<file path="src/rtl/axi_aw_w_scheduler_if.sv">
// AW/W scheduler bus bundle: per-requester AW/W handshakes, merged initiator side and occupancy.
// The scheduler uses the slave modport; whoever drives the requesters and the initiator uses master.
interface axi_aw_w_scheduler_if #(
   parameter int N_TARG_PORT = 4,
   parameter int FIFO_DEPTH  = 8
);
   localparam int CNT_W = $clog2(FIFO_DEPTH + 1);

   logic [N_TARG_PORT-1:0] awvalid_i;
   logic [N_TARG_PORT-1:0] awready_o;
   logic                   awvalid_o;
   logic                   awready_i;
   logic [N_TARG_PORT-1:0] aw_sel_o;
   logic [N_TARG_PORT-1:0] wvalid_i;
   logic [N_TARG_PORT-1:0] wlast_i;
   logic [N_TARG_PORT-1:0] wready_o;
   logic                   wvalid_o;
   logic                   wlast_o;
   logic                   wready_i;
   logic [N_TARG_PORT-1:0] w_sel_o;
   logic [CNT_W-1:0]       outstanding_o;

   modport slave (
      input  awvalid_i, awready_i, wvalid_i, wlast_i, wready_i,
      output awready_o, awvalid_o, aw_sel_o, wready_o, wvalid_o, wlast_o, w_sel_o, outstanding_o
   );

   modport master (
      output awvalid_i, awready_i, wvalid_i, wlast_i, wready_i,
      input  awready_o, awvalid_o, aw_sel_o, wready_o, wvalid_o, wlast_o, w_sel_o, outstanding_o
   );
endinterface

</file>
<file path="src/rtl/axi_aw_w_scheduler.sv">
// Round-robin AW arbiter that records each granted requester in an order FIFO so that
// W bursts are forwarded strictly in AW grant order.
//
// state   | meaning
// ST_ARB  | grant comes straight from the round-robin arbiter this cycle
// ST_HOLD | AW offered but not accepted; grant frozen in grant_q until handshake
module axi_aw_w_scheduler #(
   parameter int N_TARG_PORT = 4,
   parameter int FIFO_DEPTH  = 8
) (
   input  logic clk,
   input  logic rst,
   axi_aw_w_scheduler_if.slave bus
);
   localparam int IDX_W = $clog2(N_TARG_PORT);
   localparam int PTR_W = $clog2(FIFO_DEPTH);
   localparam int CNT_W = $clog2(FIFO_DEPTH + 1);

   typedef enum logic {ST_ARB, ST_HOLD} state_e;

   state_e                 state_q, state_d;
   logic [N_TARG_PORT-1:0] grant_q, grant_d;
   logic [N_TARG_PORT-1:0] arb_gnt, gnt;
   logic                   arb_hit;
   logic [IDX_W:0]         cand;
   logic [IDX_W-1:0]       rr_ptr_q, rr_ptr_d, gnt_idx;
   logic                   aw_vld, push, pop;

   logic [N_TARG_PORT-1:0] fifo_mem [FIFO_DEPTH];
   logic [PTR_W-1:0]       wr_ptr_q, wr_ptr_d, rd_ptr_q, rd_ptr_d;
   logic [CNT_W-1:0]       cnt_q, cnt_d;
   logic                   fifo_full, fifo_empty;
   logic [N_TARG_PORT-1:0] head;
   logic                   w_vld, w_last;

   assign fifo_full  = (cnt_q == CNT_W'(FIFO_DEPTH));
   assign fifo_empty = (cnt_q == '0);

   // First requesting index at or after rr_ptr_q, wrapping modulo N_TARG_PORT.
   always_comb begin
      arb_gnt = '0;
      arb_hit = 1'b0;
      cand    = '0;
      for (int i = 0; i < N_TARG_PORT; i++) begin
         cand = {1'b0, rr_ptr_q} + (IDX_W+1)'(i);
         if (cand >= (IDX_W+1)'(N_TARG_PORT)) begin
            cand = cand - (IDX_W+1)'(N_TARG_PORT);
         end
         if (!arb_hit && bus.awvalid_i[cand[IDX_W-1:0]]) begin
            arb_hit                   = 1'b1;
            arb_gnt[cand[IDX_W-1:0]] = 1'b1;
         end
      end
   end

   // rst gates the offer so outputs are quiet for the whole reset window.
   always_comb begin
      state_d = state_q;
      grant_d = grant_q;
      gnt     = (state_q == ST_HOLD) ? grant_q : arb_gnt;
      aw_vld  = (|gnt) && !fifo_full && !rst;
      push    = aw_vld && bus.awready_i;
      case (state_q)
         ST_ARB: begin
            if (aw_vld && !bus.awready_i) begin
               state_d = ST_HOLD;
               grant_d = gnt;
            end
         end
         ST_HOLD: begin
            if (push) begin
               state_d = ST_ARB;
               grant_d = '0;
            end
         end
         default: begin
            state_d = ST_ARB;
            grant_d = '0;
         end
      endcase
   end

   always_comb begin
      gnt_idx = '0;
      for (int i = 0; i < N_TARG_PORT; i++) begin
         if (gnt[i]) gnt_idx = IDX_W'(i);
      end
      rr_ptr_d = rr_ptr_q;
      if (push) begin
         rr_ptr_d = (gnt_idx == IDX_W'(N_TARG_PORT - 1)) ? '0 : gnt_idx + IDX_W'(1);
      end
   end

   assign bus.awvalid_o = aw_vld;
   assign bus.aw_sel_o  = aw_vld ? gnt : '0;
   assign bus.awready_o = push ? gnt : '0;

   assign head   = fifo_empty ? '0 : fifo_mem[rd_ptr_q];
   assign w_vld  = |(bus.wvalid_i & head);
   assign w_last = |(bus.wlast_i & head);
   assign pop    = w_vld && bus.wready_i && w_last;

   assign bus.wvalid_o      = w_vld;
   assign bus.wlast_o       = w_last;
   assign bus.wready_o      = bus.wready_i ? head : '0;
   assign bus.w_sel_o       = head;
   assign bus.outstanding_o = cnt_q;

   always_comb begin
      wr_ptr_d = wr_ptr_q;
      rd_ptr_d = rd_ptr_q;
      cnt_d    = cnt_q;
      if (push) begin
         wr_ptr_d = (wr_ptr_q == PTR_W'(FIFO_DEPTH - 1)) ? '0 : wr_ptr_q + PTR_W'(1);
      end
      if (pop) begin
         rd_ptr_d = (rd_ptr_q == PTR_W'(FIFO_DEPTH - 1)) ? '0 : rd_ptr_q + PTR_W'(1);
      end
      case ({push, pop})
         2'b10:   cnt_d = cnt_q + CNT_W'(1);
         2'b01:   cnt_d = cnt_q - CNT_W'(1);
         default: cnt_d = cnt_q;
      endcase
   end

   always_ff @(posedge clk or posedge rst) begin
      if (rst) begin
         state_q  <= ST_ARB;
         grant_q  <= '0;
         rr_ptr_q <= '0;
         wr_ptr_q <= '0;
         rd_ptr_q <= '0;
         cnt_q    <= '0;
      end else begin
         state_q  <= state_d;
         grant_q  <= grant_d;
         rr_ptr_q <= rr_ptr_d;
         wr_ptr_q <= wr_ptr_d;
         rd_ptr_q <= rd_ptr_d;
         cnt_q    <= cnt_d;
      end
   end

   // Storage needs no reset: entries are only read while cnt_q says they are valid.
   always_ff @(posedge clk) begin
      if (push) begin
         fifo_mem[wr_ptr_q] <= gnt;
      end
   end
endmodule
</file>
<file path="src/flat_wrapper.sv">
// flat-port wrapper written by rule: the top's interface ports become plain ports
module axi_aw_w_scheduler_flat 
#(
   parameter int N_TARG_PORT = 4,
   parameter int FIFO_DEPTH  = 8
)
  (clk, rst, bus_awvalid_i, bus_awready_i, bus_wvalid_i, bus_wlast_i, bus_wready_i, bus_awready_o, bus_awvalid_o, bus_aw_sel_o, bus_wready_o, bus_wvalid_o, bus_wlast_o, bus_w_sel_o, bus_outstanding_o);
  axi_aw_w_scheduler_if #(.N_TARG_PORT(N_TARG_PORT), .FIFO_DEPTH(FIFO_DEPTH)) bus_i ();
  input  logic clk;
  input  logic rst;
  input wire logic [$bits(bus_i.awvalid_i)-1:0] bus_awvalid_i;
  input wire logic [$bits(bus_i.awready_i)-1:0] bus_awready_i;
  input wire logic [$bits(bus_i.wvalid_i)-1:0] bus_wvalid_i;
  input wire logic [$bits(bus_i.wlast_i)-1:0] bus_wlast_i;
  input wire logic [$bits(bus_i.wready_i)-1:0] bus_wready_i;
  output wire logic [$bits(bus_i.awready_o)-1:0] bus_awready_o;
  output wire logic [$bits(bus_i.awvalid_o)-1:0] bus_awvalid_o;
  output wire logic [$bits(bus_i.aw_sel_o)-1:0] bus_aw_sel_o;
  output wire logic [$bits(bus_i.wready_o)-1:0] bus_wready_o;
  output wire logic [$bits(bus_i.wvalid_o)-1:0] bus_wvalid_o;
  output wire logic [$bits(bus_i.wlast_o)-1:0] bus_wlast_o;
  output wire logic [$bits(bus_i.w_sel_o)-1:0] bus_w_sel_o;
  output wire logic [$bits(bus_i.outstanding_o)-1:0] bus_outstanding_o;
  assign bus_i.awvalid_i = bus_awvalid_i;
  assign bus_i.awready_i = bus_awready_i;
  assign bus_i.wvalid_i = bus_wvalid_i;
  assign bus_i.wlast_i = bus_wlast_i;
  assign bus_i.wready_i = bus_wready_i;
  assign bus_awready_o = bus_i.awready_o;
  assign bus_awvalid_o = bus_i.awvalid_o;
  assign bus_aw_sel_o = bus_i.aw_sel_o;
  assign bus_wready_o = bus_i.wready_o;
  assign bus_wvalid_o = bus_i.wvalid_o;
  assign bus_wlast_o = bus_i.wlast_o;
  assign bus_w_sel_o = bus_i.w_sel_o;
  assign bus_outstanding_o = bus_i.outstanding_o;
  axi_aw_w_scheduler #(.N_TARG_PORT(N_TARG_PORT), .FIFO_DEPTH(FIFO_DEPTH)) u_core (.clk(clk), .rst(rst), .bus(bus_i));
endmodule
</file>
<file path="config.mk">
export PLATFORM = sky130hd
export DESIGN_NAME = axi_aw_w_scheduler_flat
export DESIGN_NICKNAME = d
export VERILOG_FILES = /design/src/rtl/axi_aw_w_scheduler_if.sv /design/src/rtl/axi_aw_w_scheduler.sv /design/src/flat_wrapper.sv
export SDC_FILE = /design/constraint.sdc
export NUM_CORES = 1
export LEC_CHECK = 0
export BUFFER_PORTS_ARGS = -buffer_cell sky130_fd_sc_hd__buf_2
export CAP_MARGIN = 20
export CORE_ASPECT_RATIO = 0.5
export CORE_MARGIN = 4
export CORE_UTILIZATION = 50
export CTS_CLUSTER_SIZE = 16
export DETAILED_ROUTE_END_ITERATION = 6
export GPL_ROUTABILITY_DRIVEN = 0
export GPL_TIMING_DRIVEN = 0
export HOLD_SLACK_MARGIN = 0.1
export PLACE_DENSITY = 0.71
export SYNTH_ARGS = -nofsm -noshare
export SYNTH_HDL_FRONTEND = slang
export SYNTH_SLANG_ARGS = --single-unit
</file>
<file path="constraint.sdc">
create_clock -name clk -period 4.4 [get_ports clk]
set_input_delay 0.22 -clock clk [delete_from_list [all_inputs] [get_ports clk]]
set_output_delay 0.22 -clock clk [all_outputs]
set_load 0.05 [all_outputs]
</file>
# Word level (Yosys, flattened, before mapping)
# Memories as Yosys holds them, arrays and structs flattened.
# Index checks and enable logic that the tools add are counted.
[word_totals]
register_bits = 17
mem_bits_rw = 32
inputBits = 16
out_inout_bits = 23
wordCells = 117
n_memories = 1
[memory_table]
columns = ["name", "depth", "word_bits", "read_ports", "rd_ports_with_merged_regs", "wr", "line_no", "rtl"]
rows = [
  ["u_core.fifo_mem", 8, 4, 1, 0, 1, "axi_aw_w_scheduler.sv:29", "logic [N_TARG_PORT-1:0] fifo_mem [FIFO_DEPTH];"],
]
[classes]
add_sub_neg = 12
order_cmp = 12
eq_ne = 8
muxes = 47
bitwise = 6
n_reduce_logical = 25
[ops]
columns = ["op", "count"]
rows = [
  ["2-to-1 mux 4 bit", 11],
  ["2-to-1 mux 1 bit", 16],
  ["one-hot mux 4 bit (2 select lines)", 2],
  ["2-to-1 mux 2 bit", 7],
  ["logical AND 1 bit", 13],
  ["less-than comparator 2 x 3 -> 1 bit (second input constant)", 4],
  ["OR 4 bit", 3],
  ["OR reduction 4 bit", 3],
  [">= comparator 3 bit (second input constant)", 3],
  ["bitwise AND 4 bit", 2],
  ["binary-select mux 1 bit (select 2 bit)", 4],
  ["demux 1 bit (select 2 bit)", 4],
  [">= comparator 2 x 1 -> 1 bit (second input constant)", 4],
  ["subtractor 2 x 1 -> 2 bit (second input constant)", 4],
  ["adder 2 x 2 -> 3 bit (second input constant)", 2],
  ["adder 3 x 1 -> 3 bit (second input constant)", 2],
  ["equality test 3 bit (second input constant)", 2],
  ["logical NOT 1 bit", 6],
  ["2-to-1 mux 3 bit", 2],
  ["adder 4 x 1 -> 4 bit (second input constant)", 1],
  ["equality test 2 bit (second input constant)", 2],
  ["equality test 4 bit (second input constant)", 1],
  ["logical NOT 4 bit", 1],
  ["subtractor 4 x 1 -> 4 bit (second input constant)", 1],
  ["other kinds (10)", 10],
]

# Longest topological paths before layout
[logic_depth]
word_depth = 21
mapped_depth = 16
ltp_nobuf = 14

# Worst setup path after synthesis
# OpenSTA, ideal clock, no wires.
[synth_timing]
kind = "flip-flop to flip-flop"
from = "register u_core.rr_ptr_q[0]"
to = "register u_core.cnt_q[3] (netlist: u_core.bus.outstanding_o[3])"
setup_ps = 145
arrival_ps = 3716
required_time_ps = 4255
setup_slack_ps = 539
stages_incl_launch_ff = 17
n_path_buf = 2
period_less_slack_ps = 3861
path_cell_list = "dfrtp_1 -> buf_6 -> inv_1 -> ha_1 -> mux4_2 -> inv_1 -> nand4_1 -> a32oi_2 -> o41ai_4 -> buf_6 -> ha_1 -> ha_1 -> a21o_1 -> a21oi_1 -> xnor2_1 -> nor2_1 -> xor2_1"
[synth_between]
elab_chain_cells = 21
elab_cells_between_ends = 68
classes_between = "add/sub: 7; order compare: 12; eq/ne: 2; mux: 29; bitwise: 3; reduce/logical: 15"
[synth_rtl]
columns = ["item", "line_no", "rtl"]
rows = [
  ["start: declaration", "axi_aw_w_scheduler.sv:26", "logic [IDX_W-1:0] rr_ptr_q, rr_ptr_d, gnt_idx;"],
  ["start signal: assignment", "axi_aw_w_scheduler.sv:137", "rr_ptr_q <= rr_ptr_d;"],
  ["branches (longest 13 deep; another with adder 2 x 1 -> 3 bit)", "-", ""],
  ["2-to-1 mux 4 bit *", "axi_aw_w_scheduler.sv:49", "if (!arb_hit && bus.awvalid_i[cand[IDX_W-1:0]]) begin"],
  ["2-to-1 mux 4 bit *", "axi_aw_w_scheduler.sv:60", "gnt = (state_q == ST_HOLD) ? grant_q : arb_gnt;"],
  ["via u_core.gnt[2]", "axi_aw_w_scheduler.sv:23", "logic [N_TARG_PORT-1:0] arb_gnt, gnt;"],
  ["OR reduction 4 bit *", "axi_aw_w_scheduler.sv:61", "aw_vld = (|gnt) && !fifo_full && !rst;"],
  ["logical AND 1 bit * (2 in a row)", "axi_aw_w_scheduler.sv:61", ""],
  ["logical AND 1 bit *", "axi_aw_w_scheduler.sv:62", "push = aw_vld && bus.awready_i;"],
  ["equality test 2 x 1 -> 1 bit / equality test 2 bit (equally long branches)", "axi_aw_w_scheduler.sv:119", "case ({push, pop})"],
  ["one-hot mux 4 bit (2 select lines) / nonzero test 2 bit (equally long branches)", "-", ""],
  ["end signal: assignment", "axi_aw_w_scheduler.sv:140", "cnt_q <= cnt_d;"],
  ["end: declaration", "axi_aw_w_scheduler.sv:31", "logic [CNT_W-1:0] cnt_q, cnt_d;"],
]
# Mark *: on every way through the listed nets, which the timed path passes. The select of a mux whose other input is x is not followed.
# A chain may end at the register's enable or synchronous reset.

# Worst setup path after layout
# Ends and elaborated chain as after synthesis.

==> impl_metrics.env <==
export IMPL_cp_start_kind="register"
export IMPL_final_cell_area_sq_um=3410
export IMPL_clk_latency_ns=0.29
export IMPL_grt_pass1_wl_microns=9140
export IMPL_dpl_cell_area_sq_um=3150
export IMPL_critPathMaxFanout=10
export IMPL_worst_pin_slew_ns=0.768
export IMPL_grt_pass1_vias=1897
export IMPL_antenna_found_initial=0
export IMPL_cp_end_kind="register"
export IMPL_area_delta_synth_final_pct=19.0
export IMPL_hold_viol_final=0
export IMPL_drt_wl_total_microns=5640
export IMPL_fill_cells=436
export IMPL_synth_cell_types=49
export IMPL_maxUsedRoutingLayer="met4"
export IMPL_die_area_sq_um=7080
export IMPL_start_util=0.519
export IMPL_netlist_instances=220
export IMPL_portBuffers=38
export IMPL_setup_tns_ns=0
export IMPL_ant_nets=0
export IMPL_clock_sinks=49
export IMPL_crit_path_start="u_core.rr_ptr_q[0]"
export IMPL_dp_hpwl_microns=4180
export IMPL_root_buffer="clkbuf_16"
export IMPL_critPathKind="register to register"
export IMPL_yosysWarnings=0
export IMPL_wirelength_met1_microns=2470
export IMPL_netlist_area_sq_um=2860
export IMPL_die_width_microns=115
export IMPL_syn_avg_cell_area_sq_um=13.0
export IMPL_grt_max_degree=18
export IMPL_r2r_cells=16
export IMPL_fmax_mhz=247
export IMPL_core_area_sq_um=5520
export IMPL_cp_required_ns=4.57
export IMPL_post_route_util=0.618
export IMPL_hold_slack_ns=0.363
export IMPL_ys_async_sr_fraction=0.347
export IMPL_cts_buffers=5
export IMPL_vias=1948
export IMPL_ios=39
export IMPL_gr_total_overflow=0
export IMPL_r2r_slack_ns=0.35
export IMPL_rows=19
export IMPL_maxCapViolCount=0
export IMPL_cts_tree="yes"
export IMPL_fin_crit_ns=4.05
export IMPL_skew_ns=0.00732
export IMPL_drt_pass1_iterations=4
export IMPL_synth_edf_count=32
export IMPL_min_path_type="input pin to register"
export IMPL_diodes=0
export IMPL_setup_violations_final=0
export IMPL_groute_usage_overall=0.169
export IMPL_slew_viol_final=0
export IMPL_timing_slew_headroom=0.488
export IMPL_route_met2_wl_microns=2900
export IMPL_drive_gt1_frac=0.319
export IMPL_drt_iter0_markers=117
export IMPL_multi_input_area_sq_um=1390
export IMPL_cts_clk_slew_worst_paths_ns=0.07
export IMPL_route_detailed_drc=0
export IMPL_seqCellArea_sq_um=1390
export IMPL_vias_per_cell=5.53
export IMPL_wl_met3_microns=186
export IMPL_r2r_end="u_core.bus.outstanding_o[3]"
export IMPL_routedWlPerCell_microns=16.0
export IMPL_run_status="completed"
export IMPL_die_h_microns=61.5
export IMPL_synth_main_ff_cell="edfxtp_1"
export IMPL_ys_ff_latch=49
export IMPL_rsz0062_at_grt="no"
export IMPL_ys_seq_area_frac=0.484
export IMPL_critPathArrivalTime_ns=4.22
export IMPL_cts_max_level=2
export IMPL_final_nets=308
export IMPL_ctsLongestPathBuffers=2
export IMPL_r2r_start="u_core.rr_ptr_q[0]"
export IMPL_fin_crit_sh=0.920
export IMPL_synth_nets=250
export IMPL_endpoint="u_core.bus.outstanding_o[3]"
==> repair_timing <==
item / 4_1_cts / 5_1_grt
hold buffers: 1 / 0
gates resized for setup: 0 / 2
setup endpoints to repair: 0 / 1
endpoints found under the hold margin: 17 / 0
setup buffers: 0 / 12
==> cells in the final DEF (no fill, tap or decap), types with 5 or more instances in the layout <==
master and instances:
ha_1 13, dfrtp_1 17, nand2_1 15, and2_1 12, o21ai_1 5, inv_1 15, buf_2 39, mux4_2 10
edfxtp_1 32, mux2i_1 9, clkbuf_16 5, a21o_1 5, buf_4 12, nor2_1 17
==> critical path: stages (launching register included) <==
cell and delay (ns):
dfrtp_1 0.49, buf_6 0.18, inv_1 0.06, ha_1 0.35, mux4_2 0.60, inv_1 0.17
nand4_1 0.20, a32oi_4 0.41, o41ai_4 0.13, buf_6 0.16, ha_1 0.22, ha_1 0.29
a21o_1 0.17, a21oi_1 0.17, xnor2_1 0.13, nor2_1 0.06, xor2_1 0.14
==> area by class of cell <==
cell class,count,area share
well taps,73,0.0268
multi-input cells,149,0.409
repair buffers,51,0.0852
clock buffers,6,0.0378
inverters,15,0.0165
clock inverters,2,0.00294
flip-flops and latches,49,0.407
plain buffers,7,0.0147
==> synth_stat cells, drive strengths merged, types with 5 or more instances <==
master,number,share of area
mux2i,9,0.031
nand2,16,0.024
and2,12,0.026
nor2,17,0.022
edfxtp,32,0.34
a21o,5,0.013
ha,13,0.057
mux2,5,0.022
mux4,10,0.079
o21ai,7,0.014
inv,15,0.020
dfrtp,17,0.15
==> worst min-delay path by stage <==
stage | from | to | cells past startpoint
after global routing | bus_awready_i | u_core.grant_q[3] | 4
final | bus_awready_i | u_core.grant_q[1] | 4
after CTS | bus_awready_i | u_core.grant_q[1] | 4
after floorplan | rst | async pin | 1
after detailed placement | rst | u_core.bus.outstanding_o[0] | 2
after global placement | rst | u_core.bus.outstanding_o[0] | 2
==> registers in the layout, indices dropped and copies added, names as in the netlist, named ones only <==
register	count
u_core.bus.outstanding_o	4
u_core.grant_q	4
u_core.rd_ptr_q	3
u_core.wr_ptr_q	3
u_core.rr_ptr_q	2
u_core.fifo_mem	32
==> metal layers <==
metal	up-vias	GRT usage
met4	0	0.0719
met1	968	0.212
met5	-	0
met3	8	0.0324
li1	942	-
met2	30	0.296
==> logic make-up (layout without fill, tap and decap cells) <==
family                   after synthesis  count (layout)  synth area share
AND/OR/NAND/NOR                       67              67             0.125
adder cells (fa/ha/maj)               14              14            0.0638
multiplexers                          24              24             0.132
XOR/XNOR                               5               5            0.0153
AO/OA/AOI/OAI                         39              39             0.143
flip-flops                            49              49             0.484
buffers and inverters                 22              81            0.0371
==> per-stage QoR <==
step / std cells / setup WS [ns]
3_3_place_gp: 331 / 0.123
2_1_floorplan: 220 / 0.539
5_1_grt: 352 / 0.0864
6_report: 352 / 0.351
3_5_place_dp: 331 / 0.0168
4_1_cts: 340 / 0.0149
Power is not shown: default switching activity piles up to over one toggle a cycle in this logic, so the estimate is an artifact.
